File: config.mk
export PLATFORM = sky130hd
export DESIGN_NAME = multicycle_controller_flat
export DESIGN_NICKNAME = d
export VERILOG_FILES = /design/src/rtl/multicycle_controller_if.sv /design/src/rtl/multicycle_controller.sv /design/src/flat_wrapper.sv
export SDC_FILE = /design/constraint.sdc
export NUM_CORES = 1
export LEC_CHECK = 0
export CAP_MARGIN = 20
export CORE_AREA = 2 2 54 56
export CTS_BUF_LIST = sky130_fd_sc_hd__clkbuf_4 sky130_fd_sc_hd__clkbuf_8
export CTS_CLUSTER_SIZE = 10
export DETAILED_ROUTE_END_ITERATION = 12
export DIE_AREA = 0 0 56 58
export GPL_ROUTABILITY_DRIVEN = 0
export PLACE_DENSITY = 0.77
export SYNTH_ARGS = -nofsm -noshare
export SYNTH_HDL_FRONTEND = slang
export SYNTH_SLANG_ARGS = --single-unit
File: constraint.sdc
create_clock -name clk -period 2.3 [get_ports clk]
set_clock_uncertainty 0.1 [all_clocks]
set_input_delay 0.345 -clock clk [delete_from_list [all_inputs] [get_ports clk]]
set_output_delay 0.345 -clock clk [all_outputs]
set_load 0.02 [all_outputs]
File: src/rtl/multicycle_controller_if.sv
// Memory-side handshake between the multicycle controller and the shared
// instruction/data memory.
interface multicycle_controller_if;
    logic MemReq;
    logic MemWrite;
    logic AdrSrc;
    logic MemReady;

    modport master (output MemReq, output MemWrite, output AdrSrc, input MemReady);
    modport slave  (input MemReq, input MemWrite, input AdrSrc, output MemReady);
endinterface

File: src/rtl/multicycle_controller.sv
// Main FSM for the multicycle RV32I datapath (lw, sw, R/I ALU, beq/bne, jal).
// Define RISCV_ILLEGAL_TRAP_EN to trap on unknown opcodes instead of retiring them as NOPs.
module multicycle_controller #(
    parameter int STALL_W = 8
) (
    input  logic                    clk,
    input  logic                    reset,
    multicycle_controller_if.master mem,
    input  logic [6:0]              op,
    input  logic [2:0]              funct3,
    input  logic                    funct7b5,
    input  logic                    Zero,
    output logic                    IRWrite,
    output logic                    PCWrite,
    output logic                    RegWrite,
    output logic [1:0]              ResultSrc,
    output logic [1:0]              ALUSrcA,
    output logic [1:0]              ALUSrcB,
    output logic [1:0]              ImmSrc,
    output logic [2:0]              ALUControl,
    output logic                    InstrDone,
    output logic [STALL_W-1:0]      StallCount
`ifdef RISCV_ILLEGAL_TRAP_EN
    ,
    output logic                    Illegal
`endif
);
    localparam logic [6:0] OP_LOAD   = 7'b0000011;
    localparam logic [6:0] OP_STORE  = 7'b0100011;
    localparam logic [6:0] OP_R      = 7'b0110011;
    localparam logic [6:0] OP_I      = 7'b0010011;
    localparam logic [6:0] OP_BRANCH = 7'b1100011;
    localparam logic [6:0] OP_JAL    = 7'b1101111;

    typedef enum logic [3:0] {
        FETCH, DECODE, MEMADR, MEMREAD, MEMWB, MEMWRITE,
        EXECR, EXECI, ALUWB, BRANCH, JAL
`ifdef RISCV_ILLEGAL_TRAP_EN
        , TRAP
`endif
    } state_t;

    state_t     state;
    logic [1:0] aluop;

`ifndef RISCV_ILLEGAL_TRAP_EN
    logic known_op;
    assign known_op = (op == OP_LOAD) || (op == OP_STORE) || (op == OP_R) ||
                      (op == OP_I) || (op == OP_BRANCH) || (op == OP_JAL);
`endif

    always_ff @(posedge clk) begin
        if (reset) begin
            state      <= FETCH;
            StallCount <= '0;
`ifdef RISCV_ILLEGAL_TRAP_EN
            Illegal    <= 1'b0;
`endif
        end else begin
            if (mem.MemReq && !mem.MemReady && (StallCount != '1))
                StallCount <= StallCount + {{(STALL_W-1){1'b0}}, 1'b1};
            case (state)
                FETCH:    if (mem.MemReady) state <= DECODE;
                DECODE: begin
                    case (op)
                        OP_LOAD, OP_STORE: state <= MEMADR;
                        OP_R:              state <= EXECR;
                        OP_I:              state <= EXECI;
                        OP_BRANCH:         state <= BRANCH;
                        OP_JAL:            state <= JAL;
                        default: begin
`ifdef RISCV_ILLEGAL_TRAP_EN
                            state   <= TRAP;
                            Illegal <= 1'b1;
`else
                            state   <= FETCH;
`endif
                        end
                    endcase
                end
                // op[5] separates sw (0100011) from lw (0000011)
                MEMADR:   state <= op[5] ? MEMWRITE : MEMREAD;
                MEMREAD:  if (mem.MemReady) state <= MEMWB;
                MEMWB:    state <= FETCH;
                MEMWRITE: if (mem.MemReady) state <= FETCH;
                EXECR:    state <= ALUWB;
                EXECI:    state <= ALUWB;
                ALUWB:    state <= FETCH;
                BRANCH:   state <= FETCH;
                JAL:      state <= ALUWB;
`ifdef RISCV_ILLEGAL_TRAP_EN
                TRAP:     state <= TRAP;
`endif
                default:  state <= FETCH;
            endcase
        end
    end

    always_comb begin
        mem.MemReq   = 1'b0;
        mem.MemWrite = 1'b0;
        mem.AdrSrc   = 1'b0;
        IRWrite      = 1'b0;
        PCWrite      = 1'b0;
        RegWrite     = 1'b0;
        ResultSrc    = 2'b00;
        ALUSrcA      = 2'b00;
        ALUSrcB      = 2'b00;
        aluop        = 2'b00;
        InstrDone    = 1'b0;
        case (state)
            FETCH: begin
                mem.MemReq = 1'b1;
                ALUSrcB    = 2'b10;
                ResultSrc  = 2'b10;
                IRWrite    = mem.MemReady;
                PCWrite    = mem.MemReady;
            end
            DECODE: begin
                ALUSrcA = 2'b01;
                ALUSrcB = 2'b01;
`ifndef RISCV_ILLEGAL_TRAP_EN
                InstrDone = !known_op;
`endif
            end
            MEMADR: begin
                ALUSrcA = 2'b10;
                ALUSrcB = 2'b01;
            end
            MEMREAD: begin
                mem.MemReq = 1'b1;
                mem.AdrSrc = 1'b1;
            end
            MEMWB: begin
                ResultSrc = 2'b01;
                RegWrite  = 1'b1;
                InstrDone = 1'b1;
            end
            MEMWRITE: begin
                mem.MemReq   = 1'b1;
                mem.MemWrite = 1'b1;
                mem.AdrSrc   = 1'b1;
                InstrDone    = mem.MemReady;
            end
            EXECR: begin
                ALUSrcA = 2'b10;
                aluop   = 2'b10;
            end
            EXECI: begin
                ALUSrcA = 2'b10;
                ALUSrcB = 2'b01;
                aluop   = 2'b10;
            end
            ALUWB: begin
                RegWrite  = 1'b1;
                InstrDone = 1'b1;
            end
            BRANCH: begin
                ALUSrcA   = 2'b10;
                aluop     = 2'b01;
                InstrDone = 1'b1;
                PCWrite   = (funct3 == 3'b000) ? Zero :
                            (funct3 == 3'b001) ? !Zero : 1'b0;
            end
            JAL: begin
                ALUSrcA = 2'b01;
                ALUSrcB = 2'b10;
                PCWrite = 1'b1;
            end
            default: ;
        endcase
        // Reset must suppress every write immediately, not only after the next edge
        if (reset) begin
            mem.MemReq   = 1'b0;
            mem.MemWrite = 1'b0;
            IRWrite      = 1'b0;
            PCWrite      = 1'b0;
            RegWrite     = 1'b0;
            InstrDone    = 1'b0;
        end
    end

    always_comb begin
        ALUControl = 3'b000;
        case (aluop)
            2'b01: ALUControl = 3'b001;
            2'b10: begin
                case (funct3)
                    3'b000:  ALUControl = (op[5] && funct7b5) ? 3'b001 : 3'b000;
                    3'b010:  ALUControl = 3'b101;
                    3'b110:  ALUControl = 3'b011;
                    3'b111:  ALUControl = 3'b010;
                    default: ALUControl = 3'b000;
                endcase
            end
            default: ALUControl = 3'b000;
        endcase
    end

    always_comb begin
        ImmSrc = 2'b00;
        case (op)
            OP_STORE:  ImmSrc = 2'b01;
            OP_BRANCH: ImmSrc = 2'b10;
            OP_JAL:    ImmSrc = 2'b11;
            default:   ImmSrc = 2'b00;
        endcase
    end
endmodule

File: src/flat_wrapper.sv
// flat-port wrapper written by rule: the top's interface ports become plain ports
module multicycle_controller_flat 
#(
    parameter int STALL_W = 8
)
  (clk, reset, op, funct3, funct7b5, Zero, IRWrite, PCWrite, RegWrite, ResultSrc, ALUSrcA, ALUSrcB, ImmSrc, ALUControl, InstrDone, StallCount, mem_MemReq, mem_MemWrite, mem_AdrSrc, mem_MemReady);
  multicycle_controller_if mem_i ();
  input  logic clk;
  input  logic reset;
  input  logic [6:0] op;
  input  logic [2:0] funct3;
  input  logic funct7b5;
  input  logic Zero;
  output logic IRWrite;
  output logic PCWrite;
  output logic RegWrite;
  output logic [1:0] ResultSrc;
  output logic [1:0] ALUSrcA;
  output logic [1:0] ALUSrcB;
  output logic [1:0] ImmSrc;
  output logic [2:0] ALUControl;
  output logic InstrDone;
  output logic [STALL_W-1:0] StallCount;
  output wire logic [$bits(mem_i.MemReq)-1:0] mem_MemReq;
  output wire logic [$bits(mem_i.MemWrite)-1:0] mem_MemWrite;
  output wire logic [$bits(mem_i.AdrSrc)-1:0] mem_AdrSrc;
  input wire logic [$bits(mem_i.MemReady)-1:0] mem_MemReady;
  assign mem_MemReq = mem_i.MemReq;
  assign mem_MemWrite = mem_i.MemWrite;
  assign mem_AdrSrc = mem_i.AdrSrc;
  assign mem_i.MemReady = mem_MemReady;
  multicycle_controller #(.STALL_W(STALL_W)) u_core (.clk(clk), .reset(reset), .mem(mem_i), .op(op), .funct3(funct3), .funct7b5(funct7b5), .Zero(Zero), .IRWrite(IRWrite), .PCWrite(PCWrite), .RegWrite(RegWrite), .ResultSrc(ResultSrc), .ALUSrcA(ALUSrcA), .ALUSrcB(ALUSrcB), .ImmSrc(ImmSrc), .ALUControl(ALUControl), .InstrDone(InstrDone), .StallCount(StallCount));
endmodule
# Yosys cells after proc, flatten, opt, wreduce, memory -nomap -nowiden
# Index checks and enable logic that the tools add are counted.
# Widths: inputs -> output; s select.
# classes
mux	29
reduce_logical	25
add_sub_neg	1
eq_ne	26
# op_table
op	n
$pmux 4 s6	1
$pmux 4 s5	1
$eq 4x3->1 const B	4
$pmux 2 s2	4
$eq 7x6->1 const B	2
$eq 7x7->1 const B	2
$mux 1	14
$eq 4x4->1 const B	3
$mux 4	3
$pmux 3 s4	1
$reduce_or 2->1	6
$reduce_or 3->1	4
$add 8x1->8 const B	1
$eq 4x2->1 const B	2
$ne 8x8->1 const B	1
$eq 7x2->1 const B	1
$eq 7x5->1 const B	1
$eq 3x3->1 const B	2
$ne 2x2->1 const B	3
$pmux 1 s3	2
$pmux 2 s3	1
$pmux 3 s2	1
$logic_or 1x1->1	5
$eq 4x1->1 const B	1
11 further kinds	15
# totals
input_bits	15
regBits	12
output_inout_bits	26
wordCells	83

# Longest topological paths before layout
# Gate-level depths: netlist of the first run.
# depth
ltp_word	9
depth_mapped	8
depth_no_buf	7

# Least setup slack after synthesis of the first run
# No wires, ideal clock.
# synth_path
path_kind	reg-to-output
from	register u_core.state[1]
to	output ALUControl[2]
setup_slack_ps	-187
n_path_buf	2
arrival_time_ps	2042
required_ps	1855
stages_incl_launch_ff	6
path_cell_list	dfxtp_1 clkbuf_1 buf_1 and2_1 ha_1 nor4_1
# synth_between
elab_chain_cells	5
word_cells_on_any_way	8
classes_between	5 x eq/ne; 2 x mux; 1 x reduce/logical
# synth_rtl
element	line_no	text
start: declaration	multicycle_controller.sv:43	state_t state;
start signal: assignment	multicycle_controller.sv:82	MEMADR: state <= op[5] ? MEMWRITE : MEMREAD;
$eq 4x3->1	multicycle_controller.sv:111	case (state)
$reduce_or 2->1 (no line)	-	
$pmux 2 s2 *	multicycle_controller.sv:111	
$eq 2x2->1 / $eq 2x1->1 (equally long branches)	multicycle_controller.sv:185	case (aluop)
$pmux 3 s2 *	multicycle_controller.sv:185	
end: declaration	flat_wrapper.sv:21	output logic [2:0] ALUControl;
# Every way passes the cells marked *; elsewhere a longest branch is shown, timed or not.

# Worst setup path after layout of the first run
# layout_path
from	input op[6]
to	output ImmSrc[1]
# layout_between
elab_chain_cells	2
word_cells_on_any_way	4
classes_between	3 x eq/ne; 1 x mux
# layout_rtl
element	line_no	text
start: declaration	flat_wrapper.sv:10	input logic [6:0] op;
$eq 7x7->1 / $eq 7x6->1 (equally long branches)	multicycle_controller.sv:202	case (op)
$pmux 2 s3 *	multicycle_controller.sv:202	
end: declaration	flat_wrapper.sv:20	output logic [1:0] ImmSrc;
# Marked as above.

==> results of run 1 <==
metal layers:
| metal | global-route usage (%) | wire length [µm] |
|---|---|---|
| met1 | 29.4 | 1630 |
| met2 | 39.7 | 1830 |
| met3 | 4.91 | 203 |
| met4 | 8.84 | 82 |
| met5 | 0 | 0 |
state kept, by name (all words and copies together), names as in the netlist:
| name | flops |
|---|---|
| u_core.state | 4 |
| u_core.StallCount | 8 |
what timing repair did:
item,4_1_cts,5_1_grt
setup endpoints to repair,14,11
gates resized for setup,28,22
hold buffers,0,0
pin swaps,0,1
metrics by stage:
stage	instance area, µm²	utilization, %	TNS [ps]	worst slack, ps	cells
finish	1850	69.5	0	67.7	254
global route	1850	69.5	0	1.52	254
CTS	1820	68.2	-135	-135	254
detailed placement	1800	67.7	-1960	-558	251
global placement	1800	67.7	-1180	-334	251
floorplan	1140	-	0	19.0	152
report_power, final:
part           switching, mW  internal [mW]  leakage [nW]  total, mW
clock network         0.0624         0.0605        0.0138      0.123
registers            0.00670          0.214        0.0978      0.221
logic                  0.101          0.102         0.715      0.203
total                  0.170          0.377         0.826      0.546
kinds of logic (layout without fill, tap and decap cells):
family	Yosys count	in the layout	synth area share [%]
compound gates	37	37	22.7
buf+inv	20	91	8.89
flops	12	12	21.3
fa+ha+maj	3	3	3.33
simple gates	71	71	36.1
mux	4	4	3.78
xor+xnor	5	5	3.89
cell type report:
cell class	count	area, µm²
Clock buffer	3	22.5
Fill cell	220	813
Inverter	9	33.8
Multi-Input combinational cell	120	840
Sequential cell	12	241
Tap cell	31	38.8
Timing Repair Buffer	79	673
critical path: cells and delay by family:
| kind | cells | cell delay, ps |
|---|---|---|
| buffers and inverters | 3 | 1030 |
| and+or+nand+nor | 2 | 410 |
worst max-delay path by stage:
stage	slack, ps	start	endpoint
after CTS	-140	op[3]	ImmSrc[0]
after global routing	2	u_core.state[3]$_SDFFE_PP0P_	IRWrite
after global placement	-330	op[2]	InstrDone
after detailed placement	-560	op[2]	ImmSrc[0]
final	70	op[6]	ImmSrc[1]
after floorplan	20	u_core.state[1]$_SDFFE_PP0P_	ALUControl[2]
layout by cell type, fill, tap and decap left out, types with 3 or more instances in the layout:
cell             netlist  final
nand2_1               13     12
nor3_1                10      9
clkdlybuf4s50_1        0     20
inv_1                  9      9
dlymetal6s2s_1         0      5
nor4_1                 6      4
a21oi_1                6      6
nor2b_1                5      4
nor2_1                14     13
o31ai_1                3      3
a2111oi_0              3      3
o21ai_0               10     10
dfxtp_1               12     11
clkbuf_4               0      3
dlygate4sd2_1          0      8
nand2b_1               4      4
xor2_1                 3      3
buf_4                  0     40
nand3b_1               3      3
==> metrics.cfg, run 1 <==
[clocking]
cts.path.max_buffers = 2
postCtsSetupBuffers = 0
cts_buffers = 3
cts_tree = yes
cts_sinks = 12
cts.clk_slew.worst_paths_ps = 70
clock_latency_ps = 270
root_buffer = clkbuf_4
htree_levels = 1

[routing]
post_drt_wl_per_cell_um = 14.7
viasPerCell = 5.78
remaining_drc_errors = 0
drtIter0Drc = 57
drt_pre_antenna_iters = 4
vias = 1469
ant_nets = 0
totalWireLength_mm = 3.74

[logic_synthesis]
synth_ff_type = dfxtp_1
synthMostInstantiatedCell = nor2_1
yosysSeqAreaShare_pct = 21.3
synth_area_per_cell_um2 = 7.41
yosys-top-cells-area = dfxtp_1, nor2_1, nor3_1
synth_cell_types = 44
synth_edf_count = 0
synth-seq-cells = 12
synth.top_cell.area_share_pct = 21.3
synth_top_area_cell = dfxtp_1
synthCells = 152
ys_async_sr_fraction_pct = 0
syn-cell-area_um2 = 1130
synth_common_cells = nor2_1, nand2_1, dfxtp_1
yosys_warnings = 0
synth_nets = 170

[critical_path]
r2r_end = u_core.StallCount[1]$_SDFFE_PP0P_
critPathKind = in2out
path_max_fanout = 3
start_kind = primary input
rr_worst_depth = 5
r2r-start = u_core.state[3]$_SDFFE_PP0P_
rrSetupSlack_ps = 250
crit_chain = clkdlybuf4s50_1, nand3b_1, nor3_2, buf_4, dlygate4sd2_1
required_ps = 1860
arrival_ps = 1790
end_kind = primary output
crit_slowest_cell = clkdlybuf4s50_1
cpPeakStageDelay_ps = 550

[power_and_ir_drop]
p_total_mw = 0.546
leakage_nw = 0.826
power_density_nw_per_um2 = 296
max-vdd-ir-drop_mv = 0.327

[final_layout]
finalNetCount = 243
area_delta_synth_final_pct = 64.2
antenna_cells = 0
drive_gt1_share_pct = 29.1

[timing]
rsz0062_at_grt = false
finalHoldViolations = 0
worst_pin_slew_ps = 367
max_freq_mhz = 448
timing.hold.ws_ps = 413
min_period_ps = 2230
setup_viol = 0
drv_slew = 0
period_share_pct = 97.1
relSlewSlack_pct = 74.9

[die]
die-area_um2 = 3250
placementRows = 19
start_util_pct = 42.3
die-height_um = 58
die_w_um = 56
coreArea_um2 = 2660
pin_count = 41

[min_path]
holdCritPathClass = reg2reg
min_delay_path_depth = 2
holdPathEnd = u_core.StallCount[7]$_SDFFE_PP0P_
hp-start = u_core.StallCount[7]$_SDFFE_PP0P_

[grt]
grt_usage_pct = 23.4
overflow = 0
grt_pass1_vias = 1361
grt_max_degree = 16
antenna_found_initial = 0
grt_first_pass_wirelength_mm = 6.02

[outcome]
status = complete, no violations

[placed_design]
dp_hpwl_mm = 2.95
portBuffers = 40

[flow_run]
maxCapViolations = 0

Note: power is estimated with default switching activity, not from simulation.
==> run 2: changes to the inputs <==
--- a/config.mk
+++ b/config.mk
@@ -12,7 +12,9 @@
 export DETAILED_ROUTE_END_ITERATION = 12
 export DIE_AREA = 0 0 56 58
 export GPL_ROUTABILITY_DRIVEN = 0
+export GPL_TIMING_DRIVEN = 0
 export PLACE_DENSITY = 0.77
+export SLEW_MARGIN = 0
 export SYNTH_ARGS = -nofsm -noshare
 export SYNTH_HDL_FRONTEND = slang
 export SYNTH_SLANG_ARGS = --single-unit
==> metrics.cfg, run 2 (synthesis results as in run 1) <==
[placed_design]
placed_area_um2 = 1570  ; was 1800 µm²
dp_hpwl_mm = 2.50  ; was 2.95 mm
dp_cells = 222  ; was 251
pre_cts_slack_ps = -647  ; was -558 ps
portBuffers = 39  ; was 40

[final_layout]
top_regs = u_core.StallCount (8), u_core.state (4)  ; unchanged
area_delta_synth_final_pct = 46.0  ; was 64.2%
drive_gt1_share_pct = 19.6  ; was 29.1%
layout_common_cells = clkdlybuf4s50_1, nor2_1, nand2_1, o21ai_0, dfxtp_1  ; was buf_4, clkdlybuf4s50_1, nor2_1, nand2_1, dfxtp_1
largest_reg_flops = 8  ; unchanged
multi_input_area_um2 = 863  ; was 840 µm²
ff_latch_area_um2 = 243  ; was 241 µm²
fin_area_um2 = 1640  ; was 1850 µm²
antenna_cells = 0  ; unchanged
final_common_cell = clkdlybuf4s50_1  ; was buf_4
stdcell_count = 225  ; was 254
finalNetCount = 214  ; was 243
n_fill_cell = 250  ; was 220
top_register = u_core.StallCount  ; unchanged

[grt]
grt_first_pass_wirelength_mm = 5.31  ; was 6.02 mm
overflow = 0  ; unchanged
grt_usage_pct = 20.3  ; was 23.4%
grt_max_degree = 11  ; was 16
antenna_found_initial = 0  ; unchanged
grt_pass1_vias = 1203  ; was 1361

[timing]
setup_viol = 0  ; unchanged
tns_ps = 0  ; unchanged
drv_slew = 0  ; unchanged
relSlewSlack_pct = 67.1  ; was 74.9%
fin_ws_ps = 63.0  ; was 67.7 ps
worst_pin_slew_ps = 493  ; was 367 ps
rsz0062_at_grt = false  ; unchanged
min_period_ps = 2240  ; was 2230 ps
period_share_pct = 97.3  ; was 97.1%
max_freq_mhz = 447  ; was 448 MHz
finalHoldViolations = 0  ; unchanged

[routing]
remaining_drc_errors = 0  ; unchanged
vias = 1318  ; was 1469
viasPerCell = 5.86  ; was 5.78
totalWireLength_mm = 3.25  ; was 3.74 mm
drt_pre_antenna_iters = 4  ; unchanged
drtIter0Drc = 47  ; was 57
ant_nets = 0  ; unchanged
post_drt_wl_per_cell_um = 14.4  ; was 14.7 µm

[outcome]
status = complete, no violations  ; unchanged

[critical_path]
cpPeakStageDelay_ps = 520  ; was 550 ps
critPathKind = in2out  ; unchanged
cp_num_buf_inv = 2  ; was 3
path_delay_family = buffers and inverters  ; unchanged
arrival_ps = 1790  ; about the same
required_ps = 1860  ; about the same
crit_slowest_cell = clkdlybuf4s50_1  ; unchanged
rr_worst_depth = 6  ; was 5
end_kind = primary output  ; unchanged
crit_cells = 6  ; was 5
crit_chain = clkdlybuf4s50_1, nand3b_1, nor3_2, o311a_1, nor3_1, buf_2  ; was clkdlybuf4s50_1, nand3b_1, nor3_2, buf_4, dlygate4sd2_1
path_max_fanout = 4  ; was 3
start_kind = primary input  ; unchanged

[clocking]
postCtsSetupBuffers = 0  ; unchanged
postCtsHoldBufs = 0  ; unchanged
cts_sinks = 12  ; unchanged
cts_buffers = 3  ; unchanged
cts_tree = yes  ; unchanged
htree_levels = 1  ; unchanged
root_buffer = clkbuf_4  ; unchanged
cts.path.max_buffers = 2  ; unchanged
clock_latency_ps = 280  ; was 270 ps
cts.clk_slew.worst_paths_ps = 70  ; about the same

[power_and_ir_drop]
max-vdd-ir-drop_mv = 0.419  ; was 0.327 mV
p_total_mw = 0.526  ; was 0.546 mW
power_density_nw_per_um2 = 320  ; was 296 nW/µm²
leakage_nw = 0.657  ; was 0.826 nW

[die]
die_w_um = 56  ; unchanged
pin_count = 41  ; unchanged
coreArea_um2 = 2660  ; unchanged
die-height_um = 58  ; unchanged
die-area_um2 = 3250  ; unchanged
start_util_pct = 42.3  ; unchanged
placementRows = 19  ; unchanged

[flow_run]
maxCapViolations = 0  ; unchanged

[min_path]
min_delay_path_depth = 2  ; unchanged
holdCritPathClass = in2reg  ; was reg2reg

==> run 2: changes by cell type in the layout (fill, tap and decap cells not counted), sizes merged <==
cell           previous run  this run
buf                      42        13
clkbuf                    5         8
clkdlybuf4s15             1         0
clkdlybuf4s50            20        21
dlygate4sd1               1         0
dlygate4sd2               8         9
dlymetal6s2s              5         2
==> run 2: metal layers <==
layer,wire length (µm),up-vias,global-route usage (%)
met3,191,2,4.69
met5,0,-,0
met2,1610,41,36.3
li1,-,655,-
met4,7,0,1.02
met1,1440,620,26.3
==> run 2: repair_timing <==
item                                    4_1_cts  5_1_grt
hold endpoints to repair                      0        0
pin swaps                                     0        2
endpoints found under the setup margin       18        9
gates resized for setup                      54       15
==> run 2: final cells by class <==
type,count,share of cell area [%]
tap,31,2.36
buffer,11,5.56
clock buffer,3,1.37
timing repair buffer,39,21.4
sequential,12,14.8
multi-input combinational,120,52.5
inverter,9,2.05
==> run 2: final timing paths <==
| check | to | from | slack (ps) |
|---|---|---|---|
| worst min-delay path | u_core.state[2]$_SDFFE_PP0P_ | reset | 180 |
| worst max register to register | u_core.StallCount[3]$_SDFFE_PP0P_ | u_core.state[0]$_SDFFE_PP0P_ | 490 |
| worst min register to register | u_core.StallCount[7]$_SDFFE_PP0P_ | u_core.StallCount[7]$_SDFFE_PP0P_ | 440 |
| worst max-delay path | InstrDone | op[4] | 60 |
==> run 2: through the flow <==
stage	hold WS (ps)	utilization, %
floorplan	408	-
global placement	401	58.8
detailed placement	413	58.8
CTS	180	61.7
global route	181	61.7
finish	179	61.7
==> run 2: power by group <==
group	switching [mW]	internal [mW]	total [mW]
clock	0.0707	0.0608	0.132
sequential	0.00700	0.214	0.221
combinational	0.0957	0.0779	0.174
total	0.173	0.353	0.526
==> run 3: changes to the inputs <==
--- a/config.mk
+++ b/config.mk
@@ -6,14 +6,15 @@
 export NUM_CORES = 1
 export LEC_CHECK = 0
 export CAP_MARGIN = 20
-export CORE_AREA = 2 2 54 56
+export CORE_AREA = 2 2 56 53
 export CTS_BUF_LIST = sky130_fd_sc_hd__clkbuf_4 sky130_fd_sc_hd__clkbuf_8
+export CTS_CLUSTER_DIAMETER = 120
 export CTS_CLUSTER_SIZE = 10
 export DETAILED_ROUTE_END_ITERATION = 12
-export DIE_AREA = 0 0 56 58
+export DIE_AREA = 0 0 58 55
 export GPL_ROUTABILITY_DRIVEN = 0
 export GPL_TIMING_DRIVEN = 0
-export PLACE_DENSITY = 0.77
+export PLACE_DENSITY = 0.78
 export SLEW_MARGIN = 0
 export SYNTH_ARGS = -nofsm -noshare
 export SYNTH_HDL_FRONTEND = slang
==> metrics.cfg, run 3 (synthesis results as in run 1) <==
[clocking]
htree_levels = 1  ; unchanged
cts_buffers = 3  ; unchanged
cts_tree = yes  ; unchanged
cts_sinks = 12  ; unchanged
clock_latency_ps = 270  ; was 280 ps
cts.path.max_buffers = 2  ; unchanged
cts.clk_slew.worst_paths_ps = 70  ; about the same
root_buffer = clkbuf_4  ; unchanged

[power_and_ir_drop]
max-vdd-ir-drop_mv = 0.369  ; was 0.419 mV
leakage_nw = 0.653  ; was 0.657 nW
p_total_mw = 0.521  ; was 0.526 mW
power_density_nw_per_um2 = 319  ; was 320 nW/µm²

[grt]
grt_first_pass_wirelength_mm = 5.49  ; was 5.31 mm
antenna_found_initial = 0  ; unchanged
grt_usage_pct = 22.5  ; was 20.3%
grt_max_degree = 11  ; unchanged
overflow = 0  ; unchanged
grt_pass1_vias = 1182  ; was 1203

[timing]
finalHoldViolations = 0  ; unchanged
setup_viol = 0  ; unchanged
relSlewSlack_pct = 64.1  ; was 67.1%
drv_slew = 0  ; unchanged
timing.hold.ws_ps = 213  ; was 179 ps
tns_ps = 0  ; unchanged
rsz0062_at_grt = false  ; unchanged
period_share_pct = 96.9  ; was 97.3%
max_freq_mhz = 449  ; was 447 MHz
min_period_ps = 2230  ; was 2240 ps
worst_pin_slew_ps = 539  ; was 493 ps

[die]
die-height_um = 55  ; was 58 µm
die-area_um2 = 3190  ; was 3250 µm²
pin_count = 41  ; unchanged
coreArea_um2 = 2610  ; was 2660 µm²
start_util_pct = 43.1  ; was 42.3%
placementRows = 18  ; was 19
die_w_um = 58  ; was 56 µm

[final_layout]
final_common_cell = clkdlybuf4s50_1  ; unchanged
largest_reg_flops = 8  ; unchanged
area_delta_synth_final_pct = 45.3  ; was 46.0%
top_register = u_core.StallCount  ; unchanged
layout_common_cells = clkdlybuf4s50_1, dlygate4sd2_1, nor2_1, nand2_1, dfxtp_1  ; was clkdlybuf4s50_1, nor2_1, nand2_1, o21ai_0, dfxtp_1
stdcell_count = 225  ; unchanged
antenna_cells = 0  ; unchanged
top_regs = u_core.StallCount (8), u_core.state (4)  ; unchanged
drive_gt1_share_pct = 21.0  ; was 19.6%
finalNetCount = 215  ; was 214

[critical_path]
arrival_ps = 1780  ; was 1790 ps
end_kind = primary output  ; unchanged
path_max_fanout = 4  ; unchanged
start_kind = primary input  ; unchanged
critPathKind = in2out  ; unchanged
rr_worst_depth = 5  ; was 6
required_ps = 1860  ; about the same

[routing]
totalWireLength_mm = 3.48  ; was 3.25 mm
vias = 1348  ; was 1318
drt_pre_antenna_iters = 5  ; was 4
drtIter0Drc = 38  ; was 47
ant_nets = 0  ; unchanged
remaining_drc_errors = 0  ; unchanged
viasPerCell = 5.99  ; was 5.86
post_drt_wl_per_cell_um = 15.5  ; was 14.4 µm

[min_path]
holdCritPathClass = in2reg  ; unchanged
min_delay_path_depth = 2  ; unchanged

[flow_run]
maxCapViolations = 0  ; unchanged

[placed_design]
dp_hpwl_mm = 2.63  ; was 2.50 mm
portBuffers = 39  ; unchanged
dp_cells = 221  ; was 222

[outcome]
status = complete, no violations  ; unchanged

run 3: cell types whose count changed in the layout (fill, tap and decap cells not counted), sizes merged:
cell,change
dlygate4sd2,+5
clkdlybuf4s50,-4
buf,+2
clkbuf,-1
dlymetal6s2s,-1
run 3: timing repair:
action	4_1_cts	5_1_grt
pin swaps	0	1
buffers inserted	0	1
hold buffers	0	0
setup endpoints to repair	18	6
resized for setup	60	15
run 3: worst paths after layout:
kind	start	end	slack (ps)
max	op[4]	InstrDone	70
min	reset	u_core.state[2]$_SDFFE_PP0P_	210
max reg2reg	u_core.StallCount[0]$_SDFFE_PP0P_	u_core.StallCount[1]$_SDFFE_PP0P_	480
min reg2reg	u_core.StallCount[7]$_SDFFE_PP0P_	u_core.StallCount[7]$_SDFFE_PP0P_	420
run 3: cell type report:
class / instances / area, µm²
sequential: 12 / 241
fill: 249 / 976
clock buffer: 3 / 22.5
multi-input combinational: 120 / 865
timing repair buffer: 40 / 353
inverter: 9 / 33.8
tap: 30 / 37.5
buffer: 11 / 83.8
run 3: report_power, final:
part / internal (mW) / switching [mW]
sequential: 0.214 / 0.00708
combinational: 0.0757 / 0.0984
clock: 0.0606 / 0.0656
run 3: metrics by stage:
stage          setup WS, ps  instance area, µm²  utilization (%)
2_1_floorplan          19.0                1140                -
3_3_place_gp           -574                1570             59.9
3_5_place_dp           -625                1570             59.9
4_1_cts               -62.7                1620             62.0
5_1_grt                1.14                1640             62.6
6_report               71.5                1640             62.6
run 3: routing by layer:
layer / up-vias / track usage [%] / wire, µm
met5: - / 0 / 0
met4: 0 / 2.71 / 27
met3: 6 / 5.35 / 247
met2: 57 / 40.2 / 1720
met1: 634 / 28.6 / 1480
li1: 651 / - / -
run 3: critical path, cell delays in order:
cell,delay [ps]
clkdlybuf4s50_1,520
nand3b_1,200
nor3_2,90
o311a_1,340
nor3_2,100
buf_2,190
